### src/rtl/tick_scheduler_pkg.sv
// tick_sched_pkg: shared FSM encoding and default sizing for the tick scheduler.
package tick_sched_pkg;
   localparam logic [1:0] ST_IDLE  = 2'd0;
   localparam logic [1:0] ST_RUN   = 2'd1;
   localparam logic [1:0] ST_PAUSE = 2'd2;
   localparam logic [1:0] ST_SYNC  = 2'd3;
   localparam int TS_CW = 24;
   localparam int TS_DEF_PERIOD = 1048576;
endpackage

### src/rtl/tick_scheduler_if.sv
// tick_scheduler_if: period-write handshake between the game FSM and the scheduler.
interface tick_scheduler_if #(parameter int CHW = 2, parameter int CW = 24);
   logic           cfg_valid;
   logic           cfg_ready;
   logic [CHW-1:0] cfg_ch;
   logic [CW-1:0]  cfg_period;
   logic           cfg_err;
   modport master (output cfg_valid, cfg_ch, cfg_period, input cfg_ready, cfg_err);
   modport slave  (input cfg_valid, cfg_ch, cfg_period, output cfg_ready, cfg_err);
endinterface

### src/rtl/tick_scheduler_chan.sv
// tick_chan: one programmable period counter producing a registered single-cycle tick.
module tick_chan #(
   parameter int            CW         = 24,
   parameter logic [CW-1:0] DEF_PERIOD = '0
) (
   input  logic          clk,
   input  logic          clr_n,
   input  logic          adv_i,
   input  logic          clr_cnt_i,
   input  logic          wr_en_i,
   input  logic [CW-1:0] wr_period_i,
   output logic          tick_o
);
   logic [CW-1:0] per_q, per_d, cnt_q, cnt_d;
   logic          tick_q, tick_d, live, due;
   always_comb begin
      live   = adv_i && per_q != '0;
      due    = live && cnt_q == per_q - CW'(1);
      per_d  = wr_en_i ? wr_period_i : per_q;
      // a write or a sync restarts the period and swallows any tick due on this edge
      cnt_d  = (wr_en_i || clr_cnt_i || due) ? '0 : live ? cnt_q + CW'(1) : cnt_q;
      tick_d = due && !wr_en_i && !clr_cnt_i;
   end
   always_ff @(posedge clk or negedge clr_n) begin
      if (!clr_n) begin
         per_q  <= DEF_PERIOD;
         cnt_q  <= '0;
         tick_q <= 1'b0;
      end else begin
         per_q  <= per_d;
         cnt_q  <= cnt_d;
         tick_q <= tick_d;
      end
   end
   assign tick_o = tick_q;
endmodule

### src/rtl/tick_scheduler.sv
// tick_scheduler: run/pause/sync FSM plus NCH independently programmable tick-enable channels.
module tick_scheduler import tick_sched_pkg::*; #(
   parameter int            NCH        = 4,
   parameter int            CW         = TS_CW,
   parameter logic [CW-1:0] DEF_PERIOD = CW'(TS_DEF_PERIOD)
) (
   input  logic             clk,
   input  logic             clr_n,
   input  logic             run_i,
   input  logic             sync_req_i,
   tick_scheduler_if.slave  cfg,
   output logic [NCH-1:0]   tick_o,
   output logic [1:0]       state_o
);
   localparam int CHW = (NCH > 1) ? $clog2(NCH) : 1;
   logic [1:0] st_q, st_d;
   logic       cfg_ready_q, cfg_err_q, fire, adv, clr_cnt;
   always_comb begin
      st_d    = sync_req_i ? ST_SYNC : run_i ? ST_RUN : (st_q == ST_IDLE) ? ST_IDLE : ST_PAUSE;
      // counting needs RUN on both sides of the edge, so a pause beats a due tick
      adv     = st_q == ST_RUN && st_d == ST_RUN;
      clr_cnt = st_d == ST_SYNC || st_q == ST_SYNC;
      fire    = cfg.cfg_valid && cfg_ready_q;
   end
   always_ff @(posedge clk or negedge clr_n) begin
      if (!clr_n) begin
         st_q        <= ST_IDLE;
         cfg_ready_q <= 1'b0;
         cfg_err_q   <= 1'b0;
      end else begin
         st_q        <= st_d;
         cfg_ready_q <= st_d != ST_SYNC;
         cfg_err_q   <= fire && int'(cfg.cfg_ch) >= NCH;
      end
   end
   for (genvar i = 0; i < NCH; i++) begin : g_ch
      tick_chan #(.CW(CW), .DEF_PERIOD(DEF_PERIOD)) u_chan (
         .clk         (clk),
         .clr_n       (clr_n),
         .adv_i       (adv),
         .clr_cnt_i   (clr_cnt),
         .wr_en_i     (fire && cfg.cfg_ch == CHW'(i)),
         .wr_period_i (cfg.cfg_period),
         .tick_o      (tick_o[i])
      );
   end
   assign state_o       = st_q;
   assign cfg.cfg_ready = cfg_ready_q;
   assign cfg.cfg_err   = cfg_err_q;
endmodule

### src/flat_wrapper.sv
// flat-port wrapper written by rule: the top's interface ports become plain ports
module tick_scheduler_flat import tick_sched_pkg::*;
#(
   parameter int            NCH        = 4,
   parameter int            CW         = TS_CW,
   parameter logic [CW-1:0] DEF_PERIOD = CW'(TS_DEF_PERIOD)
)
  (clk, clr_n, run_i, sync_req_i, tick_o, state_o, cfg_cfg_valid, cfg_cfg_ch, cfg_cfg_period, cfg_cfg_ready, cfg_cfg_err);
  tick_scheduler_if #(.CHW(2), .CW(CW)) cfg_i ();
  input  logic clk;
  input  logic clr_n;
  input  logic run_i;
  input  logic sync_req_i;
  output logic [NCH-1:0] tick_o;
  output logic [1:0] state_o;
  input wire logic [$bits(cfg_i.cfg_valid)-1:0] cfg_cfg_valid;
  input wire logic [$bits(cfg_i.cfg_ch)-1:0] cfg_cfg_ch;
  input wire logic [$bits(cfg_i.cfg_period)-1:0] cfg_cfg_period;
  output wire logic [$bits(cfg_i.cfg_ready)-1:0] cfg_cfg_ready;
  output wire logic [$bits(cfg_i.cfg_err)-1:0] cfg_cfg_err;
  assign cfg_i.cfg_valid = cfg_cfg_valid;
  assign cfg_i.cfg_ch = cfg_cfg_ch;
  assign cfg_i.cfg_period = cfg_cfg_period;
  assign cfg_cfg_ready = cfg_i.cfg_ready;
  assign cfg_cfg_err = cfg_i.cfg_err;
  tick_scheduler #(.NCH(NCH), .CW(CW), .DEF_PERIOD(DEF_PERIOD)) u_core (.clk(clk), .clr_n(clr_n), .run_i(run_i), .sync_req_i(sync_req_i), .cfg(cfg_i), .tick_o(tick_o), .state_o(state_o));
endmodule
### config.mk
export PLATFORM = sky130hd
export DESIGN_NAME = tick_scheduler_flat
export DESIGN_NICKNAME = d
export VERILOG_FILES = /design/src/rtl/tick_scheduler_pkg.sv /design/src/rtl/tick_scheduler_if.sv /design/src/rtl/tick_scheduler_chan.sv /design/src/rtl/tick_scheduler.sv /design/src/flat_wrapper.sv
export SDC_FILE = /design/constraint.sdc
export NUM_CORES = 1
export LEC_CHECK = 0
export ABC_AREA = 1
export CAP_MARGIN = 10
export CORE_UTILIZATION = 50
export CTS_CLUSTER_DIAMETER = 60
export DETAILED_ROUTE_END_ITERATION = 16
export PLACE_DENSITY = 0.68
export SLEW_MARGIN = 15
export SYNTH_ARGS = -nofsm -noshare
export SYNTH_HDL_FRONTEND = slang
export SYNTH_SLANG_ARGS = --single-unit
### constraint.sdc
create_clock -name clk -period 2.7 [get_ports clk]
set_input_delay 0.405 -clock clk [delete_from_list [all_inputs] [get_ports clk]]
set_output_delay 0.405 -clock clk [all_outputs]
set_load 0.05 [all_outputs]
; ---- Yosys cells after proc, flatten, opt, wreduce, memory -nomap -nowiden
; Index checks and enable logic that the tools add are counted.
[classes]
n_addsub = 8
mul = 0
div_mod_pow = 0
order_cmp = 0
n_eq_ne = 12
shift = 0
n_mux = 11
n_bitwise = 0
n_reduce_logical = 46
[op_table]
columns = operator, n
row1 = $mux 24, 8
row2 = $add 24x1->24 const B, 4
row3 = $eq 24x24->1, 4
row4 = $reduce_bool 24->1, 4
row5 = $sub 24x1->24 const B, 4
row6 = $logic_and 1x1->1, 22
row7 = $logic_or 1x1->1, 9
row8 = $eq 2x2->1 const B, 4
row9 = $reduce_bool 2->1, 4
row10 = $eq 2x1->1 const B, 3
row11 = $mux 2, 3
row12 = $logic_not 1->1, 5
row13 = $logic_not 2->1, 2
row14 = $ne 2x2->1 const B, 1
[totals]
ff_bits = 199
latchBits = 0
mem_bits_rw = 0
mem_bits_ro = 0
input_bits = 31
out_inout_bits = 8
elab_cells = 91
memories = 0

; ---- Depth between registers and ports, before layout
; Gate-level depths: netlist of the first run.
[logic_depth]
depth_word = 10
mapped_depth = 18
mapped_depth_nobuf = 17

; ---- By module
; From an unflattened synthesis of the first run, not the netlist that was laid out.
[unflattened]
cells_unflattened = 1928
area_unflattened_um2 = 14259.9
[by_module_without_submodules]
columns = mod, instances, cells_per_inst, area_per_inst_um2, seq_area_each_um2
row1 = tick_chan at u_core.g_ch[0].u_chan ..., 3, 478, 3513.4, 1227.4
row2 = tick_chan at u_core.g_ch[3].u_chan, 1, 472, 3559.7, 1227.4
row3 = tick_scheduler, 1, 22, 160.2, 75.1

; ---- Least setup slack after synthesis of the first run
; No wires, ideal clock.
[synth_timing]
kind = register -> register
start = register u_core.g_ch[2].u_chan.per_q[0]
end = register u_core.g_ch[2].u_chan.cnt_q[5]
setup_ps = 121
arrival_time_ps = 1982
required_time_ps = 2579
path_slack_ps = 598
path_stages_with_launch = 15
path_buffers = 1
period_less_slack_ps = 2102
path_cell_list = dfrtp_1 > inv_1 > ha_1 > nand3_2 > nor2_4 > nand2_1 > xor2_1 > nand3_1 > nor2_1 > nand2_1 > nor2_1 > nand2_1 > nand2_2 > buf_6 > nor2_2
[synth_between]
elab_chain_cells = 5
elab_cells_between_ends = 8
cone_classes = add/sub: 1 / eq/ne: 1 / mux: 1 / reduce/logical: 5
[synth_lines]
columns = element, line
row1 = "start, declared", tick_scheduler_chan.sv:14  ; logic [CW-1:0] per_q, per_d, cnt_q, cnt_d;
row2 = "start signal, assigned", tick_scheduler_chan.sv:30  ; per_q <= per_d;
row3 = $sub 24x1->24 or $reduce_bool 24->1 (tied branches), "tick_scheduler_chan.sv:18, tick_scheduler_chan.sv:17"
row4 = $eq 24x24->1 or $logic_and 1x1->1 (tied branches), "tick_scheduler_chan.sv:18, tick_scheduler_chan.sv:17"
row5 = $logic_and 1x1->1, tick_scheduler_chan.sv:18  ; due = live && cnt_q == per_q - CW'(1);
row6 = $logic_or 1x1->1, tick_scheduler_chan.sv:21  ; cnt_d = (wr_en_i || clr_cnt_i || due) ? '0 : live ? cnt_q + CW'(1) : cnt_q;
row7 = $mux 24 or $reduce_bool 2->1 (tied branches), -
row8 = "end signal, assigned", tick_scheduler_chan.sv:31  ; cnt_q <= cnt_d;
row9 = "end, declared", tick_scheduler_chan.sv:14
; Several ways; a longest one is shown, not always the timed one.
; A chain may end at the register's enable or synchronous reset.

; ---- Worst setup path in the final report of the first run
[layout_timing]
start = register u_core.g_ch[1].u_chan.per_q[0]
end = register u_core.g_ch[1].u_chan.cnt_q[3]
[layout_between]
elab_chain_cells = 5
elab_cells_between_ends = 8
cone_classes = add/sub: 1 / eq/ne: 1 / mux: 1 / reduce/logical: 5
[layout_lines]
columns = element, line
row1 = "start, declared", tick_scheduler_chan.sv:14
row2 = "start signal, assigned", tick_scheduler_chan.sv:30
row3 = $sub 24x1->24 or $reduce_bool 24->1 (tied branches), "tick_scheduler_chan.sv:18, tick_scheduler_chan.sv:17"
row4 = $eq 24x24->1 or $logic_and 1x1->1 (tied branches), "tick_scheduler_chan.sv:18, tick_scheduler_chan.sv:17"
row5 = $logic_and 1x1->1, tick_scheduler_chan.sv:18
row6 = $logic_or 1x1->1, tick_scheduler_chan.sv:21
row7 = $mux 24 or $reduce_bool 2->1 (tied branches), -
row8 = "end signal, assigned", tick_scheduler_chan.sv:31
row9 = "end, declared", tick_scheduler_chan.sv:14
; Several ways; a longest one is shown, not always the timed one.

==> impl_metrics.toml, run 1 <==
[power_and_ir_drop]
ir_drop_uv = 307
p_leak_nw = 7.03
power_density_nw_per_um2 = 585

[critical_path]
r2r-end = "u_core.g_ch[1].u_chan.cnt_q[3]"
crit_path_max_fanout = 24
r2r_slack_ps = 320
worstPathArrival_ps = 2710
worstReg2RegStart = "u_core.g_ch[1].u_chan.per_q[0]"
crit_type = "flip-flop to flip-flop"
crit_path_start_kind = "flip-flop"
end_kind = "flip-flop"
required_ps = 3030
startpoint = "u_core.g_ch[1].u_chan.per_q[0]"
rr_worst_depth = 14

[status]
status = "complete, but fails checks"
violations = "hold timing"

[timing]
setup_tns_ps = 0
slew-limit-headroom = 0.514
finalSetupViolCount = 0
fmax_mhz = 419
max_slew.worst_pin.slew_ps = 729
fin_hold_ws_ps = -13.2
hold_violations = 7
slew_violations = 0
period_share = 0.883
period_minus_slack_ps = 2380
fin_skew_ps = 14.8
finalWorstSetupSlack_ps = 316
rsz0062_at_grt = "no"

[clock_tree]
clk_latency_ps = 450
clock-sinks = 199
cts_tree = "yes"
clock_path_buffers = 2
cts-root-buf = "clkbuf_16"
cts_buffers = 17
post_cts_buffers = 0
h-tree-depth = 4
clkTransAtPathRegs_ps = 80

[yosys]
avgSynthCellArea_um2 = 7.00
synth-async-reset-ratio = 1.00
synth_cell_type_count = 49
synth_area_leaders = "dfrtp_1 35%, nand2_1 14%, nor2_1 9.2%, xor2_1 8.2%, inv_1 5.4%"
synthFlopType = "dfrtp_1"
syn_nets = 2034
synth_common_cells = "538 x nand2_1, 340 x nor2_1, 199 x inv_1, 195 x dfrtp_1, 130 x xor2_1"
ys_seq_area_frac = 0.358
syn_inst = 1991
synth_top_area_cell = "dfrtp_1"
yosysWarnings = 0
synth_most_common_cell = "nand2_1"
synth_area_um2 = 13900
synth_edf_count = 0
ys_seq_elements = 199
synth_top_area_frac = 0.350

[final_layout]
area.growth.synth_to_final_pct = 10.1
fin_nets = 2064
drive_above_1_share = 0.0792
finish.utilization = 0.565
diodes = 0

[grt]
antenna_found_initial = 0
grt_pass1_vias = 12000
grt-ovfl-total = 0
grt_pass1_wl_um = 60900
gr-usage-all-layers = 0.271
grt_max_degree = 85

[worst_hold_path]
worstHoldPathType = "primary input to async pin"

[floorplanning]
core_um2 = 27200
design.die.area_um2 = 28500
num_rows = 60
fp.dieW_um = 169
die_h_um = 169
initial_core_util = 0.513
io_pins = 39

[flow_run]
drv_cap = 0

[route]
drc = 0
wl_per_cell_um = 15.4
vias = 12500
routed_wl_um = 37000
drt_iter0_markers = 937
drt-vias-per-instance = 5.21
postRouteAntennaNets = 0
drt_pass1_iterations = 6

[placement]
portBuffers = 37
hpwl_um = 29000
dp_slack_ps = 183
gp_congestion = 0.968
how the worst max path moves through the flow:
stage | cells after the start | endpoint
floorplan | 14 | u_core.g_ch[2].u_chan.cnt_q[5]
global placement | 10 | u_core.g_ch[1].u_chan.cnt_q[7]
detailed placement | 10 | u_core.g_ch[1].u_chan.cnt_q[7]
CTS | 14 | u_core.g_ch[1].u_chan.cnt_q[15]
global route | 14 | u_core.g_ch[2].u_chan.cnt_q[14]
finish | 14 | u_core.g_ch[1].u_chan.cnt_q[3]
area by class of cell:
cell class              count  area [µm²]
clock buffers              17         425
clock inverters            15         190
fillers                  2671       11800
inverters                 202         758
multi-input cells        1543        7940
flip-flops and latches    199        4980
well taps                 372         465
repair buffers             58         582
power breakdown:
part,leakage (nW),switching [mW],internal [mW]
combinational,4.11,1.69,0.930
sequential,2.62,0.436,3.26
clock,0.296,1.33,1.34
cells in the final DEF, fill, tap and decap left out, drive strengths merged, types with 3 or more instances in the layout:
master / n
a21oi: 8
buf: 21
clkbuf: 18
clkdlybuf4s50: 36
clkinv: 9
dfrtp: 195
dfstp: 4
ha: 12
inv: 206
mux2i: 3
nand2: 553
nand3: 120
nand3b: 15
nand4: 49
nor2: 410
nor3: 28
nor4: 5
o21ai: 122
or2: 5
xnor2: 64
xnor3: 4
xor2: 131
cell families after synthesis:
logic type                 Yosys count  synth area share
AOI/OAI and AO/OA                  139            0.0521
xor gates and xnor gates           199             0.130
adders and majority gates           12            0.0108
buffers and inverters              249            0.0752
DFF                                199             0.358
muxes                                3           0.00216
other                                1          0.000269
and+or+nand+nor                   1189             0.372
through the flow:
stage	total power, mW	std cells	hold slack [ps]	instance area (µm²)
CTS	8.99	2406	48.0	15300
global route	9.54	2406	36.6	15300
detailed placement	6.31	2374	492	14700
floorplan	5.57	1991	109	13900
global placement	6.28	2374	475	14700
finish	8.98	2406	-13.2	15300
routing by layer:
layer  part of all wire  GRT usage  routed length, µm  vias to the layer above
li1                   -          -                  -                     6307
met1               0.47      0.381              17400                     5846
met2               0.46      0.437              17000                      335
met3              0.047     0.0358               1750                       51
met4              0.022     0.0794                802                        0
met5                  0          0                  0                        -
critical path, cell delays in order (launching register included):
cell and delay (ps):
dfrtp_1 430, inv_1 200, ha_4 200, nand2_2 110, nor2_4 190, nand2_1 140
xor2_1 160, inv_1 50, nor2_1 90, nand3b_1 90, nor2_1 160, nand3_1 110
nand2_2 90, buf_12 170, nor2_1 60
sequential cells by signal, indices dropped and copies added (netlist names):
register,flops
u_core.state_o,2
u_core.g_ch.u_chan.cnt_q,96
u_core.g_ch.u_chan.per_q,96
u_core.g_ch.u_chan.tick_o,4
u_core.cfg.cfg_ready,1
what timing repair did:
item / 4_1_cts / 5_1_grt
resized for setup: 0 / 5
setup endpoints to repair: 0 / 67
hold buffers: 0 / 0
endpoints found under the hold margin: 0 / 0
Note: power is estimated with default switching activity, not from simulation.
==> inputs of run 2 (changes only) <==
Settings changed: CTS_CLUSTER_DIAMETER 60 to unset.
==> results of run 2 <==
Same layout as run 1: the final DEF is identical, and so are final timing and power.
==> RTL edit (flow settings as in run 2) <==
`NCH` is set to 4 in 2 places; all go to 8.
--- a/src/rtl/tick_scheduler.sv
+++ b/src/rtl/tick_scheduler.sv
@@ -1,6 +1,6 @@
 // tick_scheduler: run/pause/sync FSM plus NCH independently programmable tick-enable channels.
 module tick_scheduler import tick_sched_pkg::*; #(
-   parameter int            NCH        = 4,
+   parameter int            NCH        = 8,
    parameter int            CW         = TS_CW,
    parameter logic [CW-1:0] DEF_PERIOD = CW'(TS_DEF_PERIOD)
 ) (
--- a/src/flat_wrapper.sv
+++ b/src/flat_wrapper.sv
@@ -1,7 +1,7 @@
 // flat-port wrapper written by rule: the top's interface ports become plain ports
 module tick_scheduler_flat import tick_sched_pkg::*;
 #(
-   parameter int            NCH        = 4,
+   parameter int            NCH        = 8,
    parameter int            CW         = TS_CW,
    parameter logic [CW-1:0] DEF_PERIOD = CW'(TS_DEF_PERIOD)
 )
Interface: changed (resized tick_o); port bits go from 39 to 43. No check against the original RTL was run, so the function may have changed too.
==> RTL edit against run 2 <==
- first-iteration DRC count up 35%
- final area is 40% higher
- clock power grew 92%
- utilization increased by 0.88 points
- cell count is 35% higher
- total power rose by 45%
- routed wire length increased by 35%
- area after synthesis increased by 36%
- worst setup slack got worse by 0.068 ns
- sequential cell count grew 100
- largest power group unchanged
- synthesized cell count increased by 32%
- critical path type unchanged
==> RTL edit: results (changes against run 2) <==
INFO  metric grt_max_degree = 71 (was 85)
INFO  metric ys_top_cells_by_count = sky130_fd_sc_hd__nand2_1 (651), sky130_fd_sc_hd__nor2_1 (411), sky130_fd_sc_hd__inv_1 (302) (was sky130_fd_sc_hd__nand2_1 (538), sky130_fd_sc_hd__nor2_1 (340), sky130_fd_sc_hd__inv_1 (199))
INFO  metric drt-total-wl = 49.94 mm (was 37.02 mm)
INFO  metric portBuffers = 41 (was 37)
INFO  metric cellInternalPower = 0.008887 W (was 0.005530 W)
INFO  metric synthTopCellsByArea = sky130_fd_sc_hd__dfrtp_1 (39%), sky130_fd_sc_hd__nand2_1 (13%), sky130_fd_sc_hd__nor2_1 (8.1%), sky130_fd_sc_hd__xor2_1 (7.2%), sky130_fd_sc_hd__inv_1 (6.0%) (was sky130_fd_sc_hd__dfrtp_1 (35%), sky130_fd_sc_hd__nand2_1 (14%), sky130_fd_sc_hd__nor2_1 (9.2%), sky130_fd_sc_hd__xor2_1 (8.2%), sky130_fd_sc_hd__inv_1 (5.4%))
INFO  metric drt_pass1_iterations = 5 (was 6)
INFO  metric htreeDepth = 2 (was 4)
INFO  metric r2r-end = u_core.g_ch[2].u_chan.cnt_q[13] (was u_core.g_ch[1].u_chan.cnt_q[3])
INFO  metric reg2reg_setup_slack = 0.25 ns (was 0.32 ns)
INFO  metric ctsLongestPathBuffers = 3 (was 2)
INFO  metric post_route_cells_drive_above_1_share = 0.07760 (was 0.07915)
INFO  metric timing.critical_path.arrival = 2.88 ns (was 2.71 ns)
INFO  metric crit_path_max_fanout = 23 (was 24)
INFO  metric timing.clock.skew = 0.02122 ns (was 0.01482 ns)
INFO  metric gr-usage-met2 = 0.4308 (was 0.4366)
INFO  metric globalRouteMet1Util = 0.3733 (was 0.3812)
INFO  metric clock_latency = 0.55 ns (was 0.45 ns)
INFO  metric synth_nets = 2678 (was 2034)
INFO  metric cts_buffers = 36 (was 17)
INFO  metric drt-vias-per-instance = 5.277 (was 5.212)
INFO  metric critPathMaxStageDelay = 0.41 ns (was 0.43 ns)
INFO  metric count_of_placed_standard_cells_including_taps = 3178 (was 2374)
INFO  metric grt_first_pass_wirelength = 83.14 mm (was 60.90 mm)
INFO  metric gpl.final_weighted_congestion = 0.9808 (was 0.9678)
INFO  metric first_iter_violations = 1265 (was 937)
INFO  metric run_status = finished clean (was complete, but fails checks)
INFO  metric nets = 2753 (was 2064)
INFO  metric post_layout_nonfiller_instances = 3243 (was 2406)
## RTL edit: final cells by class
class | instances | area [sq um]
Sequential cell | 299 | 7487
Tap cell | 511 | 639.4
Timing Repair Buffer | 98 | 958.4
Multi-Input combinational cell | 1965 | 10000
Inverter | 306 | 1149
Clock inverter | 14 | 188.9
Clock buffer | 50 | 1065
Fill cell | 3592 | 16000
## RTL edit: stage by stage
stage	hold slack [ns]	area [sq um]	power, W	worst slack [ns]
floorplan	0.1094	18990	0.007136	0.6392
global placement	0.3971	20210	0.007913	-0.1239
detailed placement	0.3940	20210	0.007964	-0.1998
CTS	0.4130	21480	0.01312	0.1802
global route	0.4341	21490	0.01374	-0.0004692
finish	0.3882	21490	0.01304	0.2484
## RTL edit: power by group through the flow
| stage | combinational, W | clock, W | sequential [W] |
|---|---|---|---|
| finish | 0.00270 | 0.00511 | 0.00524 |
| global route | 0.00308 | 0.00539 | 0.00527 |
| CTS | 0.00269 | 0.00521 | 0.00522 |
| detailed placement | 0.00267 | 0 | 0.00530 |
| global placement | 0.00262 | 0 | 0.00529 |
| floorplan | 0.00199 | 0 | 0.00515 |
## RTL edit: per-layer routing
layer | wire length (um) | part of all wire | vias up
met5 | 0 | 0 | -
met3 | 2498 | 0.050 | 78
met1 | 23250 | 0.47 | 8099
met4 | 1307 | 0.026 | 0
met2 | 22890 | 0.46 | 427
li1 | - | - | 8510
## RTL edit: worst max path at each step
stage / endpoint / from / slack, ns / depth (start not counted)
3_5_place_dp: u_core.g_ch[2].u_chan.tick_o / run_i / -0.20 / 14
3_3_place_gp: u_core.g_ch[2].u_chan.tick_o / run_i / -0.12 / 14
6_report: u_core.g_ch[2].u_chan.cnt_q[13] / u_core.g_ch[2].u_chan.per_q[0] / 0.25 / 13
2_1_floorplan: u_core.g_ch[5].u_chan.cnt_q[19] / u_core.state_o[0] / 0.64 / 11
5_1_grt: u_core.g_ch[0].u_chan.cnt_q[20] / u_core.g_ch[0].u_chan.per_q[0] / -0.0005 / 14
4_1_cts: u_core.g_ch[1].u_chan.cnt_q[15] / u_core.g_ch[1].u_chan.per_q[0] / 0.18 / 13
## RTL edit: logic make-up after synthesis
family                     count (synthesis)  share of synthesized area
AOI/OAI and AO/OA                        248                    0.07076
xor gates and xnor gates                 219                     0.1017
adders and majority gates                 16                    0.01054
buffers and inverters                    367                    0.08025
DFF                                      299                     0.3943
muxes                                      3                   0.001581
other                                      1                  0.0001975
and+or+nand+nor                         1478                     0.3407
## RTL edit: repair_timing
action                                  CTS  global route
hold buffers                              1             0
endpoints found under the hold margin    55             0
endpoints found under the setup margin    0            52
gates resized for setup                   0             4
